## src/rtl/i2s_pkg.sv

```systemverilog
// rtl/i2s_pkg.sv - shared I2S sample width, packet type and receiver state encoding
package i2s_pkg;

    localparam int PKT_WIDTH = 16;

    typedef logic [PKT_WIDTH-1:0] pkt_t;

    typedef enum logic {
        UNSYNC = 1'b0,
        SYNC   = 1'b1
    } rx_state_t;

    localparam logic [4:0] CNT_LAST = 5'(PKT_WIDTH - 1);
    localparam logic [4:0] CNT_MAX  = 5'd31;

endpackage

```

## src/rtl/i2s_rx_deser.sv

```systemverilog
// rtl/i2s_rx_deser.sv - I2S receive deserializer, BCLK domain, one-cycle valid per completed sample
module i2s_rx_deser
    import i2s_pkg::*;
(
    input  logic                 clkI2SBit_i,
    input  logic                 rstI2S_n_i,
    input  logic                 sdI2S_i,
    input  logic                 wsI2S_i,
    input  logic                 errClr_i,
    output logic [PKT_WIDTH-1:0] pktI2S_o,
    output logic                 pktValidI2S_o,
    output logic                 pktRight_o,
    output logic                 framingErr_o
);

    rx_state_t              r_state;
    logic                   r_ws_s;
    logic [PKT_WIDTH-2:0]   r_sh;
    logic [4:0]             r_cnt;
    logic [PKT_WIDTH-1:0]   r_pkt;
    logic                   r_valid;
    logic                   r_right;
    logic                   r_err;
    logic                   w_ws_edge;

    // The bit sampled on a WS transition edge is the LSB of the word just ending.
    assign w_ws_edge = (wsI2S_i != r_ws_s);

    always_ff @(posedge clkI2SBit_i or negedge rstI2S_n_i) begin
        if (!rstI2S_n_i) begin
            r_state <= UNSYNC;
            r_ws_s  <= 1'b0;
            r_sh    <= '0;
            r_cnt   <= '0;
            r_pkt   <= '0;
            r_valid <= 1'b0;
            r_right <= 1'b0;
            r_err   <= 1'b0;
        end else begin
            r_ws_s  <= wsI2S_i;
            r_valid <= 1'b0;
            if (errClr_i) begin
                r_err <= 1'b0;
            end
            if (w_ws_edge) begin
                r_cnt <= '0;
                case (r_state)
                    UNSYNC: r_state <= SYNC;
                    SYNC: begin
                        if (r_cnt == CNT_LAST) begin
                            r_pkt   <= {r_sh, sdI2S_i};
                            r_right <= r_ws_s;
                            r_valid <= 1'b1;
                        end else begin
                            // Wrong length: drop the word; cnt reset realigns to the new word.
                            r_err <= 1'b1;
                        end
                    end
                    default: r_state <= UNSYNC;
                endcase
            end else begin
                r_sh <= {r_sh[PKT_WIDTH-3:0], sdI2S_i};
                if (r_cnt != CNT_MAX) begin
                    r_cnt <= r_cnt + 5'd1;
                end
            end
        end
    end

    assign pktI2S_o      = r_pkt;
    assign pktValidI2S_o = r_valid;
    assign pktRight_o    = r_right;
    assign framingErr_o  = r_err;

endmodule

```

## config.mk

```make
export PLATFORM = sky130hd
export DESIGN_NAME = i2s_rx_deser
export DESIGN_NICKNAME = d
export VERILOG_FILES = /design/src/rtl/i2s_pkg.sv /design/src/rtl/i2s_rx_deser.sv
export SDC_FILE = /design/constraint.sdc
export NUM_CORES = 1
export LEC_CHECK = 0
export BUFFER_PORTS_ARGS = -buffer_cell sky130_fd_sc_hd__buf_2
export CORE_UTILIZATION = 25
export DETAILED_ROUTE_END_ITERATION = 8
export PLACE_DENSITY_LB_ADDON = 0.1
export SYNTH_ARGS = -nofsm -noshare
export SYNTH_HDL_FRONTEND = slang
export SYNTH_SLANG_ARGS = --single-unit
```

## constraint.sdc

```tcl
create_clock -name clkI2SBit_i -period 5.5 [get_ports clkI2SBit_i]
set_input_delay 0.825 -clock clkI2SBit_i [delete_from_list [all_inputs] [get_ports clkI2SBit_i]]
set_output_delay 0.825 -clock clkI2SBit_i [all_outputs]
set_load 0.005 [all_outputs]
```

==> results.cfg <==
[global_route]
grt_max_degree = 42
grt_overflow = 0
grt_pass1_vias = 1066
grt_first_pass_wirelength_um = 4910
global_route.usage.total_pct = 10.2
grt_antenna_before_repair = 0

[power_and_ir_drop]
comb_power_share_pct = 9.4
netSwitchingFraction_pct = 25.9
powerDensity_mw_per_mm2 = 327
irDropWorstVdd_mv = 0.0868
net-switching-power_mw = 0.157
share_clk_of_total_power_pct = 30.5
total_leakage_power_nw = 1.04
cellInternalPower_mw = 0.450
power.share.sequential_pct = 60.1

[clock_tree]
cts.repair.resized = 0
cts_tree = built
clk_transition_reported_paths_ns = 0.07
clockBufferDepth = 2
cts_hold_buf = 0
cts-htree-levels = 2
cts_post_setup_buffers_inserted = 0
cts_made_buffers = 5
worst_skew_pair.late_latency_ns = 0.29
ctsRootBufferMaster = sky130_fd_sc_hd__clkbuf_8
cts_num_sinks = 41

[run_status]
run_status = completed

[setup_path]
critical_path.top_delay_family = simple AND/OR/NAND/NOR gates
signal_arrival_time_at_the_worst_endpoint_ns = 2.39
worstRegToRegCells = 5
cp_data_required_time_ns = 5.67
crit_type = reg -> reg
critical-path-slowest-cell = sky130_fd_sc_hd__and3_1
regToRegSetupSlack_ns = 3.28
crit_path_cell_trace = ha_1 > and3_1 > ha_1 > and3_1 > mux2_2
crit_fanout = 18
crit-reg2reg-capture = pktI2S_o[2]
cp_num_buf_inv = 0
delay_of_the_slowest_cell_on_the_worst_path_ns = 0.75
worstSetupEndpointType = flop
timing.critical_path.from_type = flop
critical_path.reg2reg.startpoint = r_cnt[0]

[drt]
number_of_search_and_repair_iterations_in_the_first_detailed_routing_pass = 4
via_per_inst = 4.17
drt_iter0_markers = 33
remaining_drc_errors = 0
highest_layer = met4
wl_per_cell_um = 12.0
wl_met1_um = 1340
dr_wl_met3_um = 121
route.met2.wl_um = 1310
antenna_violating_nets_left = 0
vias = 984
routed_wirelength_um = 2840

[worst_hold_path]
min-delay-start = r_sh[14]
hold_path_depth = 2
timing.hold.worst.class = reg -> reg
worst_hold_path.endpoint = r_sh[14]

[synth]
synth.top_cells.by_area = sky130_fd_sc_hd__dfrtp_1 (65%), sky130_fd_sc_hd__nand2_1 (11%), sky130_fd_sc_hd__mux2_1 (6.4%), sky130_fd_sc_hd__mux2_2 (5.7%), sky130_fd_sc_hd__ha_1 (2.4%)
syn_area_mm2 = 0.00159
yosysUniqueCellTypes = 19
synth_top_area_share_pct = 64.7
most_area_hungry_cell_type_in_the_yosys_netlist = sky130_fd_sc_hd__dfrtp_1
avgSynthCellArea_um2 = 11.9
synth_sequential_area_ratio_pct = 64.7
synth_nets = 141
synth.yosys.warnings = 0
postSynthCellCount = 133
synth.ff_latch_count = 41

[final_layout]
n_fill_cell = 638
nets = 168
count_of_antenna_diodes_in_the_layout = 0
final_layout_size_suffix_gt1_share_pct = 23.6
layout-area-overhead-vs-synth_pct = 17.3

[timing]
final-max-slew-violation-count = 0
setup_repair_after_global_routing_missed_its_margin = false
post-route-period-util_pct = 40.4
worst_margin_pin_slew_ns = 0.915
worst_slack_ns = 3.28
max_clock_freq_mhz = 450
timing.final.hold_violations = 0
finalSetupViolCount = 0
clock-skew-final_ns = 0.00436
timing.setup.tns_ns = 0
finalCriticalPeriod_ns = 2.22
max_slew_margin_pct = 39.0

[place]
dpl.hpwl_um = 1790
place.gp.congestion = 0.693
buffer_ports.inserted = 23
place_ws_ns = 3.05

[floorplan]
start_util_pct = 26.3
fp.dieH_um = 81.7
chipWidth_um = 81.7
floorplan_core_area_mm2 = 0.00603
io_pins = 24
floorplan.die_area_mm2 = 0.00667
rows = 28

[run]
maxCapViolations = 0
-- power groups by stage --
stage	Sequential, mW	Combinational [mW]	Clock [mW]
floorplan	0.364	0.0395	0
global placement	0.370	0.0573	0
detailed placement	0.371	0.0595	0
CTS	0.365	0.0595	0.196
global route	0.371	0.0694	0.204
finish	0.365	0.0573	0.185
-- per-stage QoR --
| step | utilization (%) | power (mW) | hold WS [ns] | area, µm² | std cells |
|---|---|---|---|---|---|
| after floorplan | - | 0.403 | 0.440 | 1590 | 133 |
| after global routing | 30.9 | 0.645 | 0.502 | 1860 | 236 |
| after CTS | 30.9 | 0.621 | 0.479 | 1860 | 236 |
| after detailed placement | 29.5 | 0.431 | 0.461 | 1780 | 228 |
| after global placement | 29.5 | 0.427 | 0.457 | 1780 | 228 |
| final | 30.9 | 0.608 | 0.477 | 1860 | 236 |
-- cell usage after synthesis --
| cell | count |
|---|---|
| sky130_fd_sc_hd__buf_4 | 1 |
| sky130_fd_sc_hd__ha_1 | 3 |
| sky130_fd_sc_hd__nor2b_1 | 1 |
| sky130_fd_sc_hd__and3_1 | 2 |
| sky130_fd_sc_hd__xnor2_1 | 2 |
| sky130_fd_sc_hd__nand2b_1 | 1 |
| sky130_fd_sc_hd__a21oi_1 | 1 |
| sky130_fd_sc_hd__clkbuf_1 | 3 |
| sky130_fd_sc_hd__mux2_2 | 8 |
| sky130_fd_sc_hd__mux2i_1 | 1 |
| sky130_fd_sc_hd__nand4b_1 | 1 |
| sky130_fd_sc_hd__mux2_1 | 9 |
| sky130_fd_sc_hd__buf_6 | 1 |
| sky130_fd_sc_hd__xor2_1 | 3 |
| sky130_fd_sc_hd__inv_1 | 2 |
| sky130_fd_sc_hd__nor2_1 | 6 |
| sky130_fd_sc_hd__nand2_1 | 46 |
| sky130_fd_sc_hd__o22ai_1 | 1 |
| sky130_fd_sc_hd__dfrtp_1 | 41 |
-- cells by family (layout without fill, tap and decap cells) --
| group | after synthesis | in the layout | synth area share [%] |
|---|---|---|---|
| and+or+nand+nor | 57 | 57 | 14.4 |
| DFF | 41 | 41 | 64.7 |
| muxes | 18 | 18 | 12.7 |
| buffers and inverters | 7 | 35 | 2.37 |
| xor gates and xnor gates | 5 | 5 | 2.76 |
| adders and majority gates | 3 | 3 | 2.37 |
| AOI/OAI and AO/OA | 2 | 2 | 0.710 |
-- cell type report --
class / instances / area [µm²] / area share, %
flip-flops and latches: 41 / 1030 / 55.1
multi-input cells: 85 / 523 / 28.1
repair buffers: 25 / 130 / 6.99
well taps: 75 / 93.8 / 5.04
clock buffers: 8 / 80.1 / 4.30
inverters: 2 / 7.51 / 0.403
-- metal layers --
layer / track usage (%) / vias to the layer above
met5: 0 / -
met4: 5.79 / 0
met3: 3.33 / 7
met2: 17.2 / 22
met1: 11.2 / 478
li1: - / 477
-- placed cells by master (no fill, tap or decap) --
master,Yosys,routed
sky130_fd_sc_hd__xnor2_1,2,2
sky130_fd_sc_hd__clkbuf_1,3,3
sky130_fd_sc_hd__buf_4,1,2
sky130_fd_sc_hd__clkbuf_8,0,5
sky130_fd_sc_hd__buf_2,0,23
sky130_fd_sc_hd__mux2_2,8,8
sky130_fd_sc_hd__nand2_1,46,46
sky130_fd_sc_hd__nor2_1,6,6
sky130_fd_sc_hd__and3_1,2,2
sky130_fd_sc_hd__ha_1,3,3
sky130_fd_sc_hd__xor2_1,3,3
sky130_fd_sc_hd__inv_1,2,2
sky130_fd_sc_hd__o22ai_1,1,1
sky130_fd_sc_hd__a21oi_1,1,1
sky130_fd_sc_hd__mux2i_1,1,1
sky130_fd_sc_hd__dfrtp_1,41,41
sky130_fd_sc_hd__nor2b_1,1,1
sky130_fd_sc_hd__nand2b_1,1,1
sky130_fd_sc_hd__mux2_1,9,9
sky130_fd_sc_hd__nand4b_1,1,1
-- state kept, by name (all words and copies together) (netlist names) --
name / cells
framingErr_o: 1
pktI2S_o: 16
pktRight_o: 1
pktValidI2S_o: 1
r_cnt: 5
r_sh: 15
r_state: 1
r_ws_s: 1
-- worst reg2reg max path, cell delays in order (launching register included) --
cell	delay [ns]
sky130_fd_sc_hd__dfrtp_1	0.39
sky130_fd_sc_hd__ha_1	0.17
sky130_fd_sc_hd__and3_1	0.20
sky130_fd_sc_hd__ha_1	0.18
sky130_fd_sc_hd__and3_1	0.75
sky130_fd_sc_hd__mux2_2	0.42
-- worst max-delay path by stage --
stage | from | cells after the start | end
6_report | r_cnt[0] | 5 | pktI2S_o[2]
5_1_grt | r_cnt[0] | 5 | pktI2S_o[15]
4_1_cts | r_cnt[0] | 5 | pktI2S_o[2]
3_5_place_dp | wsI2S_i | 4 | pktRight_o
3_3_place_gp | wsI2S_i | 4 | pktI2S_o[13]
2_1_floorplan | wsI2S_i | 5 | pktI2S_o[10]
(Power assumes the default switching activity.)
